--- src/rtl/psum_collector_if.sv ---
// ----------------------------------------------------------------------------
// psum_collector_if
//   Bundles the two handshakes of the psum collector:
//     - psum packet input from the last PE of a column (valid/ack)
//     - ofmap global-buffer write port (valid/ready)
//   Signals
//     psum_valid_in  PE -> collector  packet valid
//     psum_data_in   PE -> collector  signed psum value
//     psum_filt_in   PE -> collector  filter index of the packet
//     psum_ack_out   collector -> PE  packet taken this cycle
//     wr_valid       collector -> buf write request
//     wr_addr        collector -> buf write address {filter, out_idx}
//     wr_data        collector -> buf write data
//     wr_ready       buf -> collector write accepted
//   Modports
//     slave   the collector side
//     master  the environment side (PE column + ofmap buffer)
// ----------------------------------------------------------------------------
interface psum_collector_if #(
    parameter int PSUM_W = 12,
    parameter int ADDR_W = 8,
    parameter int FILT_W = 2
);
    logic              psum_valid_in;
    logic [PSUM_W-1:0] psum_data_in;
    logic [FILT_W-1:0] psum_filt_in;
    logic              psum_ack_out;
    logic              wr_valid;
    logic [ADDR_W-1:0] wr_addr;
    logic [PSUM_W-1:0] wr_data;
    logic              wr_ready;

    modport slave (
        input  psum_valid_in, psum_data_in, psum_filt_in, wr_ready,
        output psum_ack_out, wr_valid, wr_addr, wr_data
    );

    modport master (
        output psum_valid_in, psum_data_in, psum_filt_in, wr_ready,
        input  psum_ack_out, wr_valid, wr_addr, wr_data
    );
endinterface

--- src/rtl/psum_collector.sv ---
// ----------------------------------------------------------------------------
// psum_collector
//   Sink stage at the output end of a PE column. Takes final psum packets,
//   optionally clamps negatives to zero (ReLU), tags each with its ofmap
//   address {filter, per-filter output index}, buffers it in a small FIFO and
//   writes it to the ofmap global buffer. Pulses done once all filters of the
//   tile have delivered ofmap_last+1 outputs and the FIFO has drained.
//   Ports
//     clk, rst      clock, synchronous active-high reset
//     start         1-cycle pulse arming a new tile (ignored unless idle)
//     ofmap_last    outputs per filter minus 1, sampled on start
//     relu_en       clamp negative psums to 0, sampled on start
//     bus           psum input and ofmap write handshakes (slave side)
//     busy          collector is not idle
//     done          1-cycle pulse: tile fully written
//     error         sticky: a packet arrived for an already finished filter
// ----------------------------------------------------------------------------
module psum_collector #(
    parameter int PSUM_W     = 12,
    parameter int NUM_FILT   = 4,
    parameter int FIFO_DEPTH = 4,
    parameter int ADDR_W     = 8
) (
    input  logic                  clk,
    input  logic                  rst,
    input  logic                  start,
    input  logic [ADDR_W-$clog2(NUM_FILT)-1:0] ofmap_last,
    input  logic                  relu_en,
    psum_collector_if.slave       bus,
    output logic                  busy,
    output logic                  done,
    output logic                  error
);
    localparam int FILT_W = $clog2(NUM_FILT);
    localparam int CNT_W  = ADDR_W - FILT_W;
    localparam int PTR_W  = $clog2(FIFO_DEPTH);
    localparam logic [PTR_W:0] FIFO_FULL = (PTR_W+1)'(FIFO_DEPTH);

    typedef enum logic [1:0] {
        IDLE    = 2'd0,
        COLLECT = 2'd1,
        DRAIN   = 2'd2,
        DONE    = 2'd3
    } state_t;

    function automatic logic signed [PSUM_W-1:0] relu(
        input logic signed [PSUM_W-1:0] x,
        input logic                     en
    );
        return (en && x[PSUM_W-1]) ? '0 : x;
    endfunction

    // ------------------------------------------------------------------
    // State and control registers
    // ------------------------------------------------------------------
    state_t              state_q;
    logic                busy_q;
    logic                done_q;
    logic                error_q,     error_d;
    logic [CNT_W-1:0]    last_q;
    logic                relu_q;
    logic [CNT_W-1:0]    cnt_q [NUM_FILT];
    logic [CNT_W-1:0]    cnt_d [NUM_FILT];
    logic [NUM_FILT-1:0] filt_done_q, filt_done_d;

    // FIFO bookkeeping and storage
    logic [PTR_W-1:0]    wptr_q, wptr_d;
    logic [PTR_W-1:0]    rptr_q, rptr_d;
    logic [PTR_W:0]      fifo_cnt_q, fifo_cnt_d;
    logic [ADDR_W-1:0]        addr_mem [FIFO_DEPTH];
    logic signed [PSUM_W-1:0] data_mem [FIFO_DEPTH];

    logic              ack;
    logic              push;
    logic              drop;
    logic              pop;
    logic [FILT_W-1:0] filt;

    assign filt = bus.psum_filt_in;

    // Ack must not look at wr_ready: a full FIFO refuses even if the head
    // is leaving this cycle, keeping the PE-side path short.
    assign ack  = bus.psum_valid_in && (state_q == COLLECT) && (fifo_cnt_q < FIFO_FULL);
    assign drop = ack &&  filt_done_q[filt];
    assign push = ack && !filt_done_q[filt];
    assign pop  = bus.wr_valid && bus.wr_ready;

    assign bus.psum_ack_out = ack;
    assign bus.wr_valid     = (fifo_cnt_q != '0);
    assign bus.wr_addr      = addr_mem[rptr_q];
    assign bus.wr_data      = data_mem[rptr_q];

    assign busy  = busy_q;
    assign done  = done_q;
    assign error = error_q;

    // ------------------------------------------------------------------
    // Per-filter output counters, finish flags and overflow flag
    // ------------------------------------------------------------------
    always_comb begin
        cnt_d       = cnt_q;
        filt_done_d = filt_done_q;
        error_d     = error_q;
        if (state_q == IDLE && start) begin
            for (int i = 0; i < NUM_FILT; i++) begin
                cnt_d[i] = '0;
            end
            filt_done_d = '0;
            error_d     = 1'b0;
        end else if (drop) begin
            error_d = 1'b1;
        end else if (push) begin
            // The counter parks on ofmap_last so the address never wraps.
            if (cnt_q[filt] == last_q) begin
                filt_done_d[filt] = 1'b1;
            end else begin
                cnt_d[filt] = cnt_q[filt] + 1'b1;
            end
        end
    end

    // ------------------------------------------------------------------
    // Tile FSM with registered busy/done
    // ------------------------------------------------------------------
    always_ff @(posedge clk) begin
        if (rst) begin
            state_q     <= IDLE;
            busy_q      <= 1'b0;
            done_q      <= 1'b0;
            error_q     <= 1'b0;
            last_q      <= '0;
            relu_q      <= 1'b0;
            filt_done_q <= '0;
            for (int i = 0; i < NUM_FILT; i++) begin
                cnt_q[i] <= '0;
            end
        end else begin
            cnt_q       <= cnt_d;
            filt_done_q <= filt_done_d;
            error_q     <= error_d;
            case (state_q)
                IDLE: begin
                    if (start) begin
                        state_q <= COLLECT;
                        busy_q  <= 1'b1;
                        last_q  <= ofmap_last;
                        relu_q  <= relu_en;
                    end
                end
                COLLECT: begin
                    if (&filt_done_q) begin
                        state_q <= DRAIN;
                    end
                end
                DRAIN: begin
                    if (fifo_cnt_q == '0) begin
                        state_q <= DONE;
                        done_q  <= 1'b1;
                    end
                end
                DONE: begin
                    state_q <= IDLE;
                    done_q  <= 1'b0;
                    busy_q  <= 1'b0;
                end
                default: begin
                    state_q <= IDLE;
                    done_q  <= 1'b0;
                    busy_q  <= 1'b0;
                end
            endcase
        end
    end

    // ------------------------------------------------------------------
    // Output FIFO pointers
    // ------------------------------------------------------------------
    always_comb begin
        wptr_d     = wptr_q;
        rptr_d     = rptr_q;
        fifo_cnt_d = fifo_cnt_q;
        if (push) begin
            wptr_d = wptr_q + 1'b1;
        end
        if (pop) begin
            rptr_d = rptr_q + 1'b1;
        end
        case ({push, pop})
            2'b10:   fifo_cnt_d = fifo_cnt_q + 1'b1;
            2'b01:   fifo_cnt_d = fifo_cnt_q - 1'b1;
            default: fifo_cnt_d = fifo_cnt_q;
        endcase
    end

    always_ff @(posedge clk) begin
        if (rst) begin
            wptr_q     <= '0;
            rptr_q     <= '0;
            fifo_cnt_q <= '0;
        end else begin
            wptr_q     <= wptr_d;
            rptr_q     <= rptr_d;
            fifo_cnt_q <= fifo_cnt_d;
        end
    end

    // ------------------------------------------------------------------
    // FIFO storage: data path only, no reset
    // ------------------------------------------------------------------
    always_ff @(posedge clk) begin
        if (push) begin
            addr_mem[wptr_q] <= {filt, cnt_q[filt]};
            data_mem[wptr_q] <= relu($signed(bus.psum_data_in), relu_q);
        end
    end

endmodule

--- src/flat_wrapper.sv ---
// flat-port wrapper written by rule: the top's interface ports become plain ports
module psum_collector_flat 
#(
    parameter int PSUM_W     = 12,
    parameter int NUM_FILT   = 4,
    parameter int FIFO_DEPTH = 4,
    parameter int ADDR_W     = 8
)
  (clk, rst, start, ofmap_last, relu_en, busy, done, error, bus_psum_valid_in, bus_psum_data_in, bus_psum_filt_in, bus_wr_ready, bus_psum_ack_out, bus_wr_valid, bus_wr_addr, bus_wr_data);
  psum_collector_if #(.PSUM_W(PSUM_W), .ADDR_W(ADDR_W), .FILT_W(2)) bus_i ();
  input  logic clk;
  input  logic rst;
  input  logic start;
  input  logic [ADDR_W-$clog2(NUM_FILT)-1:0] ofmap_last;
  input  logic relu_en;
  output logic busy;
  output logic done;
  output logic error;
  input wire logic [$bits(bus_i.psum_valid_in)-1:0] bus_psum_valid_in;
  input wire logic [$bits(bus_i.psum_data_in)-1:0] bus_psum_data_in;
  input wire logic [$bits(bus_i.psum_filt_in)-1:0] bus_psum_filt_in;
  input wire logic [$bits(bus_i.wr_ready)-1:0] bus_wr_ready;
  output wire logic [$bits(bus_i.psum_ack_out)-1:0] bus_psum_ack_out;
  output wire logic [$bits(bus_i.wr_valid)-1:0] bus_wr_valid;
  output wire logic [$bits(bus_i.wr_addr)-1:0] bus_wr_addr;
  output wire logic [$bits(bus_i.wr_data)-1:0] bus_wr_data;
  assign bus_i.psum_valid_in = bus_psum_valid_in;
  assign bus_i.psum_data_in = bus_psum_data_in;
  assign bus_i.psum_filt_in = bus_psum_filt_in;
  assign bus_i.wr_ready = bus_wr_ready;
  assign bus_psum_ack_out = bus_i.psum_ack_out;
  assign bus_wr_valid = bus_i.wr_valid;
  assign bus_wr_addr = bus_i.wr_addr;
  assign bus_wr_data = bus_i.wr_data;
  psum_collector #(.PSUM_W(PSUM_W), .NUM_FILT(NUM_FILT), .FIFO_DEPTH(FIFO_DEPTH), .ADDR_W(ADDR_W)) u_core (.clk(clk), .rst(rst), .start(start), .ofmap_last(ofmap_last), .relu_en(relu_en), .bus(bus_i), .busy(busy), .done(done), .error(error));
endmodule
--- config.mk ---
export PLATFORM = sky130hd
export DESIGN_NAME = psum_collector_flat
export DESIGN_NICKNAME = d
export VERILOG_FILES = /design/src/rtl/psum_collector_if.sv /design/src/rtl/psum_collector.sv /design/src/flat_wrapper.sv
export SDC_FILE = /design/constraint.sdc
export NUM_CORES = 1
export LEC_CHECK = 0
export ABC_AREA = 1
export BUFFER_PORTS_ARGS = -buffer_cell sky130_fd_sc_hd__buf_2
export CORE_MARGIN = 3
export CORE_UTILIZATION = 25
export CTS_BUF_LIST = sky130_fd_sc_hd__clkbuf_16
export DETAILED_ROUTE_END_ITERATION = 10
export MAX_ROUTING_LAYER = met4
export PLACE_DENSITY = 0.42
export SYNTH_ARGS = -nofsm -noshare
export SYNTH_HDL_FRONTEND = slang
export SYNTH_SLANG_ARGS = --single-unit
export TNS_END_PERCENT = 30
--- constraint.sdc ---
create_clock -name clk -period 4.6 [get_ports clk]
set_input_delay 0.92 -clock clk [delete_from_list [all_inputs] [get_ports clk]]
set_output_delay 0.92 -clock clk [all_outputs]
set_load 0.005 [all_outputs]
Yosys cells after proc, flatten, opt, wreduce, memory -nomap -nowiden --
Memories as Yosys holds them, arrays and structs flattened. A register that Yosys moved wholly into a read port is not among the register bits. Index checks and enable logic that the tools add are counted.
Cells by class: equal/unequal tests 9, $lt $le $gt $ge 5, reduce and logical (&&, ||, !) cells 24, add/subtract/negate cells 5, mux-type cells 26, bitwise operators 4
Operator list (number):
- bitwise mux 24 bit | 1
- two-way mux 6 bit | 3
- two-way mux 2 bit | 7
- binary-select mux 6 bit (select 2 bit) | 1
- demux 6 bit (select 2 bit) | 1
- two-way mux 12 bit | 1
- logical AND 1 bit | 9
- AND reduction 3 bit | 3
- case mux 2 bit (4 select lines) | 1
- adder 6 x 1 -> 6 bit (second input constant) | 1
- equality test 2 bit (second input constant) | 3
- equality test 6 bit | 1
- two-way mux 1 bit | 6
- case mux 3 bit (2 select lines) | 1
- AND reduction 2 bit | 3
- nonzero test 2 bit | 3
- adder 2 x 1 -> 2 bit (second input constant) | 2
- equality test 2 x 1 -> 1 bit (second input constant) | 2
- != test 2 bit (second input constant) | 2
- bitwise OR 4 bit | 1
- case mux 1 bit (2 select lines) | 2
- AND reduction 4 bit | 1
- adder 3 x 1 -> 3 bit (second input constant) | 1
- >= comparator 3 bit (second input constant) | 1
- 15 further kinds | 16
Storage, ports and cells: flip-flop bits (word level) 47, bits in writable memories 80, bits of input ports 26, memories 2
Memories:
- u_core.data_mem | words 4, bits a word 12, read ports 1, clocked after Yosys merged registers in 1, write ports 1, RTL line psum_collector.sv:71 | logic signed [PSUM_W-1:0] data_mem [FIFO_DEPTH];
- u_core.addr_mem | words 4, bits a word 8, read ports 1, clocked after Yosys merged registers in 1, write ports 1, RTL line psum_collector.sv:70 | logic [ADDR_W-1:0] addr_mem [FIFO_DEPTH];

Longest topological paths before layout --
Gate-level depths: netlist of the first run.
word-level depth 7, gate-level depth with buffers 16, gate-level depth less buffers 14

Worst setup path before layout of the first run --
OpenSTA, ideal clock, no wires.
path kind in2reg, start point in bus_psum_filt_in[0], end point mem u_core.addr_mem[0][0], enable pin, setup time 0.397 ns, required time 4.203 ns, stages 10, path slack 1.505 ns, arrival 2.698 ns, buffers on the path 2, cells stage by stage buf_6 -> buf_12 -> nor2_2 -> nand2_1 -> o21ai_1 -> a21oi_2 -> nand2_2 -> nor2_8 -> inv_1 -> nor2_1
Between the ends: longest elaborated chain between the ends 6
RTL lines:
- from (decl) | RTL line flat_wrapper.sv:21 | input wire logic [$bits(bus_i.psum_filt_in)-1:0] bus_psum_filt_in;
- binary-select mux 1 bit (select 2 bit) | RTL line psum_collector.sv:85 | assign push = ack && !filt_done_q[filt];
- two-way mux 1 bit (not written as such) | RTL line psum_collector.sv:85
- zero test 1 bit | RTL line psum_collector.sv:85
- logical AND 1 bit | RTL line psum_collector.sv:85
- two-way mux 1 bit | RTL line psum_collector.sv:211 | if (push) begin
- two-way mux 1 bit (not written as such) | RTL line psum_collector.sv:212 | addr_mem[wptr_q] <= {filt, cnt_q[filt]};
- to (decl) | RTL line psum_collector.sv:70
Every way passes these cells. The select of a mux whose other input is x is not followed.

==> reports/results.tsv, run 1 <==
metric	value	unit
syn avg cell area	9.17	um2
f_max	291	MHz
Static Leak	2.82	nW
Post-Synth Adder-Cell Area	2.53	%
Post-DRT Antenna Nets	0	
worst-skew pair later-pin latency	420	ps
gr ovfl total	0	
Max Cap Viol	0	
RSZ-0062 raised after global routing	false	
VDD IR-drop max	0.204	mV
max_slew headroom	41.2	%
WL final	14200	um
Synth Flop Type	edfxtp_1	
status	complete, no violations	
critical path arrival	2510	ps
Die W	158	um
row cnt	54	
Final Cycle Share	74.6	%
Int Pwr	2.43	mW
Startpoint Class	flip-flop	
Max Root-Sink Buffers	2	
largest fanout on the critical path	41	
share of layout cells above drive strength 1	17.2	%
Yosys reg bits	129	
NetSw	1.12	mW
clk slew on worst S/H paths	60	ps
# nets final	717	
EDFF count, synth	80	
DRC viols	0	
sequential standard cell area	0.00338	mm2
DR top layer	met4	
area occupied by multi-input gates	0.00188	mm2
CTS Root Cell	clkbuf_16	
post-layout min period	3430	ps
pre-CTS setup slack	1120	ps
largest net degree at the start of global routing	42	
vias in the first global route	4219	
gpl congestion	0.804	
Post-Syn Area	0.00574	mm2
CTS tree	built	
Tot GR Track Use	12.2	%
sequential share of the synthesized area	58.9	%
multiplexer share of the synthesized area	0	%
most frequent cells after synthesis	109 x nand2_1, 104 x nor2_1, 90 x inv_1	
final worst setup slack	1170	ps
Synth Area in Simple Gates	19.4	%
Ant. Diodes	0	
drt pass-1 iters	4	
FFs w/ async S/R, synth	0	%
clock share of power	37.0	%
wire per inst	14.6	um
Syn. warnings	0	
Vias per Instance	4.38	
WL met2	6790	um
measured slew at the worst slew-check pin	881	ps
H-tree depth	4	
die footprint	0.0248	mm2
Final setup viols	0	
hold buffers post-CTS	0	
top cell type by total area after synthesis	edfxtp_1	
Hold Path Class	reg -> reg	
met3 wire length	669	um
number of buffers created by CTS	17	
Mapped Nets	663	
Clock Skew	16.9	ps
initial antenna violation count	0	
WS Path Type	reg -> out	
num ports	51	
Net Sw Frac	31.6	%
HPWL Detailed	9330	um
post-synth cell types	33	
top post-synthesis cells by area	edfxtp_1 42%, dfxtp_1 17%, nand2_1 7.1%	
area delta synth->final	19.4	%
via count	4254	
final hold viol count	0	
first-pass GRT wire length	22300	um
Synth Area in XOR/XNOR	0.610	%
largest family of logic cells by synthesized area	simple AND/OR/NAND/NOR gates	
compound-cell area share of the yosys netlist	10.1	%
fillers	2336	
IO Port Bufs	50	
Total Neg Setup Slack	0	ps
post-CTS resize count	0	
DRT met1 WL	6550	um
Post-CTS Setup Bufs	0	
DRT iter0 DRCs	224	
clk sinks	129	
Gate power share	23.4	%
die span in y	158	um
Mapped Cells	626	
count leader, synth	nand2_1	
Core ar.	0.0222	mm2
Starting Density	25.8	%
PD cells	518	mW/mm2
crit end category	output port	
area share of the largest cell type after synthesis	41.8	%
CP Data Required Time	3680	ps
sequential share of power	39.7	%
Final Slew Violations	0	
[power groups by stage]
| stage | clock, mW | sequential (mW) | combinational (mW) |
|---|---|---|---|
| 6_report | 1.31 | 1.41 | 0.829 |
| 5_1_grt | 1.40 | 1.42 | 0.956 |
| 4_1_cts | 1.36 | 1.41 | 0.857 |
| 3_5_place_dp | 0 | 1.43 | 0.854 |
| 3_3_place_gp | 0 | 1.43 | 0.830 |
| 2_1_floorplan | 0 | 1.42 | 0.562 |
[cell families (layout without fill, tap and decap cells)]
group                    count (synthesis)  count (layout)
adder cells (fa/ha/maj)                 11              11
AND/OR/NAND/NOR                        257             257
AO/OA/AOI/OAI                          109             109
buffers and inverters                  116             182
XOR/XNOR                                 4               4
flip-flops                             129             129
[layout by cell type, fill, tap and decap left out, drive strengths merged, types with 2 or more instances in the layout]
cell,instances
nand2,118
clkinvlp,3
clkinv,6
clkbuf,17
buf,58
dfxtp,49
xnor2,2
xor2,2
inv,96
o21ai,63
nand3,19
ha,10
nor2,110
nand4,8
bufinv,2
nor3,2
edfxtp,80
a21oi,24
o22ai,20
[through the flow]
step	hold WS (ps)	instances	utilization (%)	cell area, um2	total power, mW
6_report	473	972	30.9	6860	3.55
5_1_grt	489	972	30.9	6860	3.78
4_1_cts	473	972	30.9	6860	3.62
3_5_place_dp	465	941	28.2	6280	2.29
3_3_place_gp	452	941	28.2	6280	2.26
2_1_floorplan	436	626	-	5740	1.98
[registers in the layout, indices dropped and copies added (netlist names), named ones only]
name                flops
u_core.wptr_q           2
u_core.filt_done_q      4
u_core.done             1
u_core.last_q           6
u_core.rptr_q           2
u_core.fifo_cnt_q       3
u_core.data_mem        48
u_core.addr_mem        32
u_core.error            1
u_core.relu_q           1
u_core.busy             1
u_core.cnt_q           24
u_core.state_q          2
[critical path, stage by stage, from the launching register on]
cell     delay (ps)
dfxtp_1         290
buf_4           260
inv_1           700
buf_4           330
o21ai_0          90
o22ai_1         230
buf_2           160
[worst paths after layout]
path,from,to,slack [ps],cells past startpoint
max,flip-flop,bus_wr_data[5],1170,6
max reg2reg,u_core.state_q[1]$_SDFFE_PP0P_,u_core.fifo_cnt_q[2]$_SDFFE_PP0P_,2100,12
min,u_core.last_q[3]$_SDFFE_PP0P_,u_core.last_q[3]$_SDFFE_PP0P_,470,2
min reg2reg,u_core.last_q[3]$_SDFFE_PP0P_,u_core.last_q[3]$_SDFFE_PP0P_,470,2
[layer usage]
metal	vias to the layer above	GRT usage, %
met3	11	2.89
met2	78	19.8
met4	0	4.09
met5	-	-
met1	2018	15.2
li1	2147	-
[cell type report]
class | count | area share, %
sequential | 129 | 49.3
multi-input combinational | 381 | 27.5
clock inverter | 14 | 2.26
inverter | 93 | 5.11
tap | 280 | 5.11
timing repair buffer | 58 | 4.52
clock buffer | 17 | 6.20
No activity file was read; power rests on OpenSTA's default activity.
==> run 2: changes to the inputs <==
==> constraint.sdc (replaced) <==
create_clock -name clk -period 3.4 [get_ports clk]
set_input_delay 0.68 -clock clk [delete_from_list [all_inputs] [get_ports clk]]
set_output_delay 0.68 -clock clk [all_outputs]
set_load 0.005 [all_outputs]
==> run 2 against run 1 <==
Effect of this change:
- non-clock buffer count grew 5
- total power grew 36%
- die area is the same
- cell area grew 0.57%
- sequential cell count is the same
- utilization grew 0.17 points
- sequential power grew 35%
- clock-buffer cell count is the same
- sequential share of layout area shrank 0.28 points
- global-route usage shrank 0.15 points
- critical path depth shrank 2
- critical endpoint is now bus_wr_addr[4]
==> reports/results.tsv, run 2 (synthesis results as in run 1) <==
metric	value	unit	change
Max Root-Sink Buffers	2		unchanged
DRT iter0 DRCs	198		was 224
via count	4228		was 4,254
Top Usage Layer GRT	met2		unchanged
Reg-to-Reg Start	u_core.state_q[1]$_SDFFE_PP0P_		unchanged
WHS Path Cells	2		unchanged
# nets final	722		was 717
f_max	405	MHz	
row cnt	54		unchanged
critical path arrival	1790	ps	was 2510 ps
dpl cell area	0.00632	mm2	was 0.00628 mm2
post-route cell area	0.00690	mm2	was 0.00686 mm2
CTS Root Cell	clkbuf_16		unchanged
share of layout cells above drive strength 1	17.8	%	was 17.2%
crit end category	output port		unchanged
H-tree depth	4		unchanged
Global Route met1 Usage	14.9	%	was 15.2%
Vias per Instance	4.32		was 4.38
wire per inst	14.4	um	was 14.6 um
Worst R2R Path Depth	12		unchanged
drt pass-1 iters	4		unchanged
WS Path Type	reg -> out		unchanged
Biggest register	u_core.data_mem		unchanged
Core ar.	0.0222	mm2	unchanged
initial antenna violation count	0		unchanged
Final Cycle Share	72.6	%	
gr ovfl total	0		unchanged
Startpoint Class	flip-flop		unchanged
num ports	51		unchanged
DRC viols	0		unchanged
post-CTS resize count	0		unchanged
Max Cap Viol	0		unchanged
most common cell after layout, fill and taps aside	nand2_1		unchanged
number of buffers created by CTS	17		unchanged
IO Port Bufs	50		unchanged
Final setup viols	0		unchanged
clk sinks	129		unchanged
Worst R2R Setup Slack	1170	ps	was 2100 ps
Tot GR Track Use	12.1	%	was 12.2%
min-delay src	u_core.rptr_q[1]$_SDFFE_PP0P_		was u_core.last_q[3]$_SDFFE_PP0P_
die footprint	0.0248	mm2	unchanged
Clock Skew	7.08	ps	was 16.9 ps
largest registers	u_core.data_mem x48, u_core.addr_mem x32, u_core.cnt_q x24		unchanged
first-pass GRT wire length	21900	um	was 22,300 um
final hold viol count	0		unchanged
post-layout min period	2470	ps	
max_slew headroom	59.6	%	was 41.2%
Static Leak	2.85	nW	was 2.82 nW
PD cells	701	mW/mm2	was 518 mW/mm2
Post-DRT Antenna Nets	0		unchanged
gpl congestion	0.831		was 0.804
VDD IR-drop max	0.237	mV	was 0.204 mV
Final Core Density	31.0	%	was 30.9%
largest net degree at the start of global routing	41		was 42
GRT met2 Usage	19.5	%	was 19.8%
RSZ-0062 raised after global routing	false		unchanged
largest fanout on the critical path	11		was 41
most frequent cells in the layout	109 x nand2_1, 100 x nor2_1, 90 x inv_1		unchanged
Die W	158	um	unchanged
area delta synth->final	20.1	%	was 19.4%
HPWL Detailed	9550	um	was 9330 um
grt met3 use	2.78	%	was 2.89%
hold_ws	472	ps	was 473 ps
hold buffers post-CTS	0		unchanged
CTS tree	built		unchanged
worst-skew pair later-pin latency	410	ps	was 420 ps
R2R Path End	u_core.fifo_cnt_q[2]$_SDFFE_PP0P_		unchanged
Hold Path Class	reg -> reg		unchanged
Starting Density	25.8	%	unchanged
Total Neg Setup Slack	0	ps	unchanged
Final Slew Violations	0		unchanged
die span in y	158	um	unchanged
status	complete, no violations		unchanged
clk slew on worst S/H paths	60	ps	about the same
Ant. Diodes	0		unchanged
Post-CTS Setup Bufs	0		unchanged
WL final	14100	um	was 14,200 um
CP Data Required Time	2720	ps	was 3680 ps
vias in the first global route	3980		was 4,219
measured slew at the worst slew-check pin	602	ps	was 881 ps
Largest register FFs	48		unchanged
==> run 2: cell count changes in the layout (fill, tap and decap cells not counted), sizes merged <==
cell | previous run | this run
inv | 96 | 97
buf | 58 | 63
clkinvlp | 3 | 2
clkinv | 6 | 7
==> run 2: power breakdown <==
part | internal, mW | switching, mW | total (mW) | leakage [nW]
Sequential | 1.83 | 0.0806 | 1.91 | 1.13
Clock | 1.09 | 0.711 | 1.80 | 0.282
Combinational | 0.382 | 0.741 | 1.12 | 1.44
Total | 3.30 | 1.53 | 4.83 | 2.85
==> run 2: worst max-delay path by stage <==
stage                              startpoint                                 to  slack (ps)  cells after the start
after floorplan           bus_psum_filt_in[0]    u_core.addr_mem[0][0]$_DFFE_PP_         540                     10
after global placement    bus_psum_filt_in[0]  u_core.fifo_cnt_q[2]$_SDFFE_PP0P_         570                     15
after detailed placement  bus_psum_filt_in[0]  u_core.fifo_cnt_q[2]$_SDFFE_PP0P_         520                     15
after CTS                           flip-flop                     bus_wr_addr[1]         830                      5
after global routing      bus_psum_filt_in[0]       u_core.cnt_q[5]$_SDFFE_PP0P_         770                     15
final                               flip-flop                     bus_wr_addr[4]         930                      4
==> run 2: layout make-up <==
type | instances | area, um2
Clock buffer | 17 | 425
Timing Repair Buffer | 63 | 348
Multi-Input combinational cell | 381 | 1880
Fill cell | 2317 | 15300
Inverter | 93 | 350
Sequential cell | 129 | 3380
Tap cell | 280 | 350
Clock inverter | 15 | 156
==> run 2: through the flow <==
step | worst slack (ps) | std cells | power [mW]
after detailed placement | 523 | 946 | 3.10
after CTS | 834 | 978 | 4.91
after global placement | 568 | 946 | 3.07
final | 932 | 978 | 4.83
after floorplan | 545 | 626 | 2.68
after global routing | 771 | 978 | 5.12
==> run 2: routing by layer <==
layer  share of wire (%)  up-vias
met3                 4.0       16
li1                    -     2157
met1                  47     1968
met2                  48       87
met5                   0        -
met4                 1.4        0
==> run 2: worst max-delay path: stages (launching register included) <==
cell and delay [ps]:
dfxtp_1 600, buf_4 290, o21ai_0 110, o22ai_1 230, buf_2 150
==> run 3: changes to the inputs <==
==> constraint.sdc (replaced) <==
create_clock -name clk -period 2.35 [get_ports clk]
set_input_delay 0.47 -clock clk [delete_from_list [all_inputs] [get_ports clk]]
set_output_delay 0.47 -clock clk [all_outputs]
set_load 0.005 [all_outputs]
==> run 3 against run 2 <==
Effect of this change:
- cell count grew 2.4%
- critical path depth grew 1
- cell area grew 3.2%
- wire length grew 0.40%
- critical path type unchanged
- register-to-register slack lost 900 ps
- largest cell class unchanged
- combinational power grew 55%
- non-clock buffer count grew 23
==> reports/results.tsv, run 3 (synthesis results as in run 1) <==
metric	value	unit	change
status	complete, no violations		unchanged
number of buffers created by CTS	17		unchanged
Post-DRT Antenna Nets	0		unchanged
die span in y	158	um	unchanged
Starting Density	25.8	%	unchanged
largest registers	u_core.data_mem x48, u_core.addr_mem x32, u_core.cnt_q x24		unchanged
WS Path Type	reg -> out		unchanged
crit end category	output port		unchanged
first-pass GRT wire length	22900	um	was 21,900 um
DRT iter0 DRCs	220		was 198
WL final	14200	um	was 14,100 um
Final Cycle Share	94.4	%	
HPWL Detailed	9810	um	was 9550 um
Power, Total	7.00	mW	was 4.83 mW
most frequent cells in the layout	109 x nand2_1, 100 x nor2_1, 89 x inv_1		was 109 x nand2_1, 100 x nor2_1, 90 x inv_1
Post-CTS Setup Bufs	0		unchanged
clock share of power	35.6	%	was 37.2%
Vias per Instance	4.29		was 4.32
Final setup viols	0		unchanged
Final Slew Violations	0		unchanged
Largest register FFs	48		unchanged
Ant. Diodes	0		unchanged
Max Cap Viol	0		unchanged
Tot GR Track Use	12.4	%	was 12.1%
H-tree depth	4		unchanged
# nets final	745		was 722
Final Core Density	32.0	%	was 31.0%
hold buffers post-CTS	0		unchanged
PD cells	983	mW/mm2	was 701 mW/mm2
RSZ-0062 raised after global routing	true		was false
Startpoint Class	flip-flop		unchanged
post-layout min period	2220	ps	
Die W	158	um	unchanged
largest net degree at the start of global routing	41		unchanged
post-CTS resize count	0		unchanged
CTS tree	built		unchanged
sequential share of power	39.5	%	was 39.6%
die footprint	0.0248	mm2	unchanged
Gate power share	24.9	%	was 23.2%
Total Neg Setup Slack	0	ps	unchanged
NetSw	2.24	mW	was 1.53 mW
CTS Root Cell	clkbuf_16		unchanged
Max Root-Sink Buffers	2		unchanged
Biggest register	u_core.data_mem		unchanged
most common cell after layout, fill and taps aside	nand2_1		unchanged
num ports	51		unchanged
share of layout cells above drive strength 1	20.8	%	was 17.8%
Core ar.	0.0222	mm2	unchanged
row cnt	54		unchanged
largest fanout on the critical path	13		was 11
Static Leak	2.97	nW	was 2.85 nW
Hold Path Class	in -> reg		was reg -> reg
Net Sw Frac	31.9	%	was 31.7%
initial antenna violation count	0		unchanged
via count	4295		was 4,228
critical path arrival	1750	ps	was 1790 ps
dpl cell area	0.00655	mm2	was 0.00632 mm2
final hold viol count	0		unchanged
worst-skew pair later-pin latency	410	ps	about the same
f_max	451	MHz	
Int Pwr	4.76	mW	was 3.30 mW
VDD IR-drop max	0.328	mV	was 0.237 mV
DRC viols	0		unchanged
area delta synth->final	24.0	%	was 20.1%
wire per inst	14.1	um	was 14.4 um
Reg-to-Reg Start	u_core.state_q[1]$_SDFFE_PP0P_		unchanged
measured slew at the worst slew-check pin	505	ps	was 602 ps
clk slew on worst S/H paths	60	ps	about the same
IO Port Bufs	50		unchanged
gr ovfl total	0		unchanged
post-route cell area	0.00712	mm2	was 0.00690 mm2
Clock Skew	10.5	ps	was 7.08 ps
clk sinks	129		unchanged
vias in the first global route	4368		was 3,980
max_slew headroom	66.3	%	was 59.6%
gpl congestion	0.792		was 0.831
drt pass-1 iters	4		unchanged
min-delay src	relu_en		was u_core.rptr_q[1]$_SDFFE_PP0P_
CP Data Required Time	1880	ps	was 2720 ps
## run 3: changes by cell type in the layout (fill, tap and decap cells not counted), moves of 2 or more
cell        change
buf_4          +18
inv_6           -2
clkinv_4        +2
buf_12          +5
clkinv_2        +2
clkinvlp_4      +2
## run 3: power by group through the flow
stage	Clock, mW	Combinational (mW)	Sequential (mW)
after floorplan	0	1.10	2.78
after global placement	0	1.76	2.80
after detailed placement	0	1.79	2.81
after CTS	2.55	1.80	2.76
after global routing	2.68	2.01	2.79
final	2.49	1.74	2.76
## run 3: path summary, 6_finish.rpt
| check | end | slack (ps) | cells after the start |
|---|---|---|---|
| worst min register to register | u_core.last_q[5]$_SDFFE_PP0P_ | 470 | 2 |
| worst max-delay path | bus_wr_data[7] | 130 | 5 |
| worst min-delay path | u_core.relu_q$_SDFFE_PP0P_ | 320 | 3 |
| worst max register to register | u_core.fifo_cnt_q[2]$_SDFFE_PP0P_ | 270 | 12 |
## run 3: area by class of cell
class / instances / area, um2
Sequential cell: 129 / 3380
Multi-Input combinational cell: 381 / 1890
Inverter: 93 / 354
Clock inverter: 15 / 135
Timing Repair Buffer: 86 / 583
Fill cell: 2289 / 15100
Tap cell: 280 / 350
Clock buffer: 17 / 425
## run 3: through the flow
stage / setup WS (ps) / cells / hold WS [ps]
final: 131 / 1001 / 317
after global routing: -29.3 / 1001 / 366
after CTS: 20.1 / 1001 / 298
after detailed placement: -70.1 / 969 / 464
after global placement: -66.5 / 969 / 452
after floorplan: -295 / 626 / 436
## run 3: metal layers
metal	routed length (um)	track usage [%]	share of wire [%]
met5	0	-	0
met4	140	3.22	0.99
met3	378	3.11	2.7
met2	7020	20.4	50
met1	6620	15.4	47
## run 3: worst max-delay path, stage by stage (launching register included)
cell and delay (ps):
dfxtp_1 300, inv_1 370, buf_4 260, o21ai_0 90
o22ai_1 170, buf_2 150
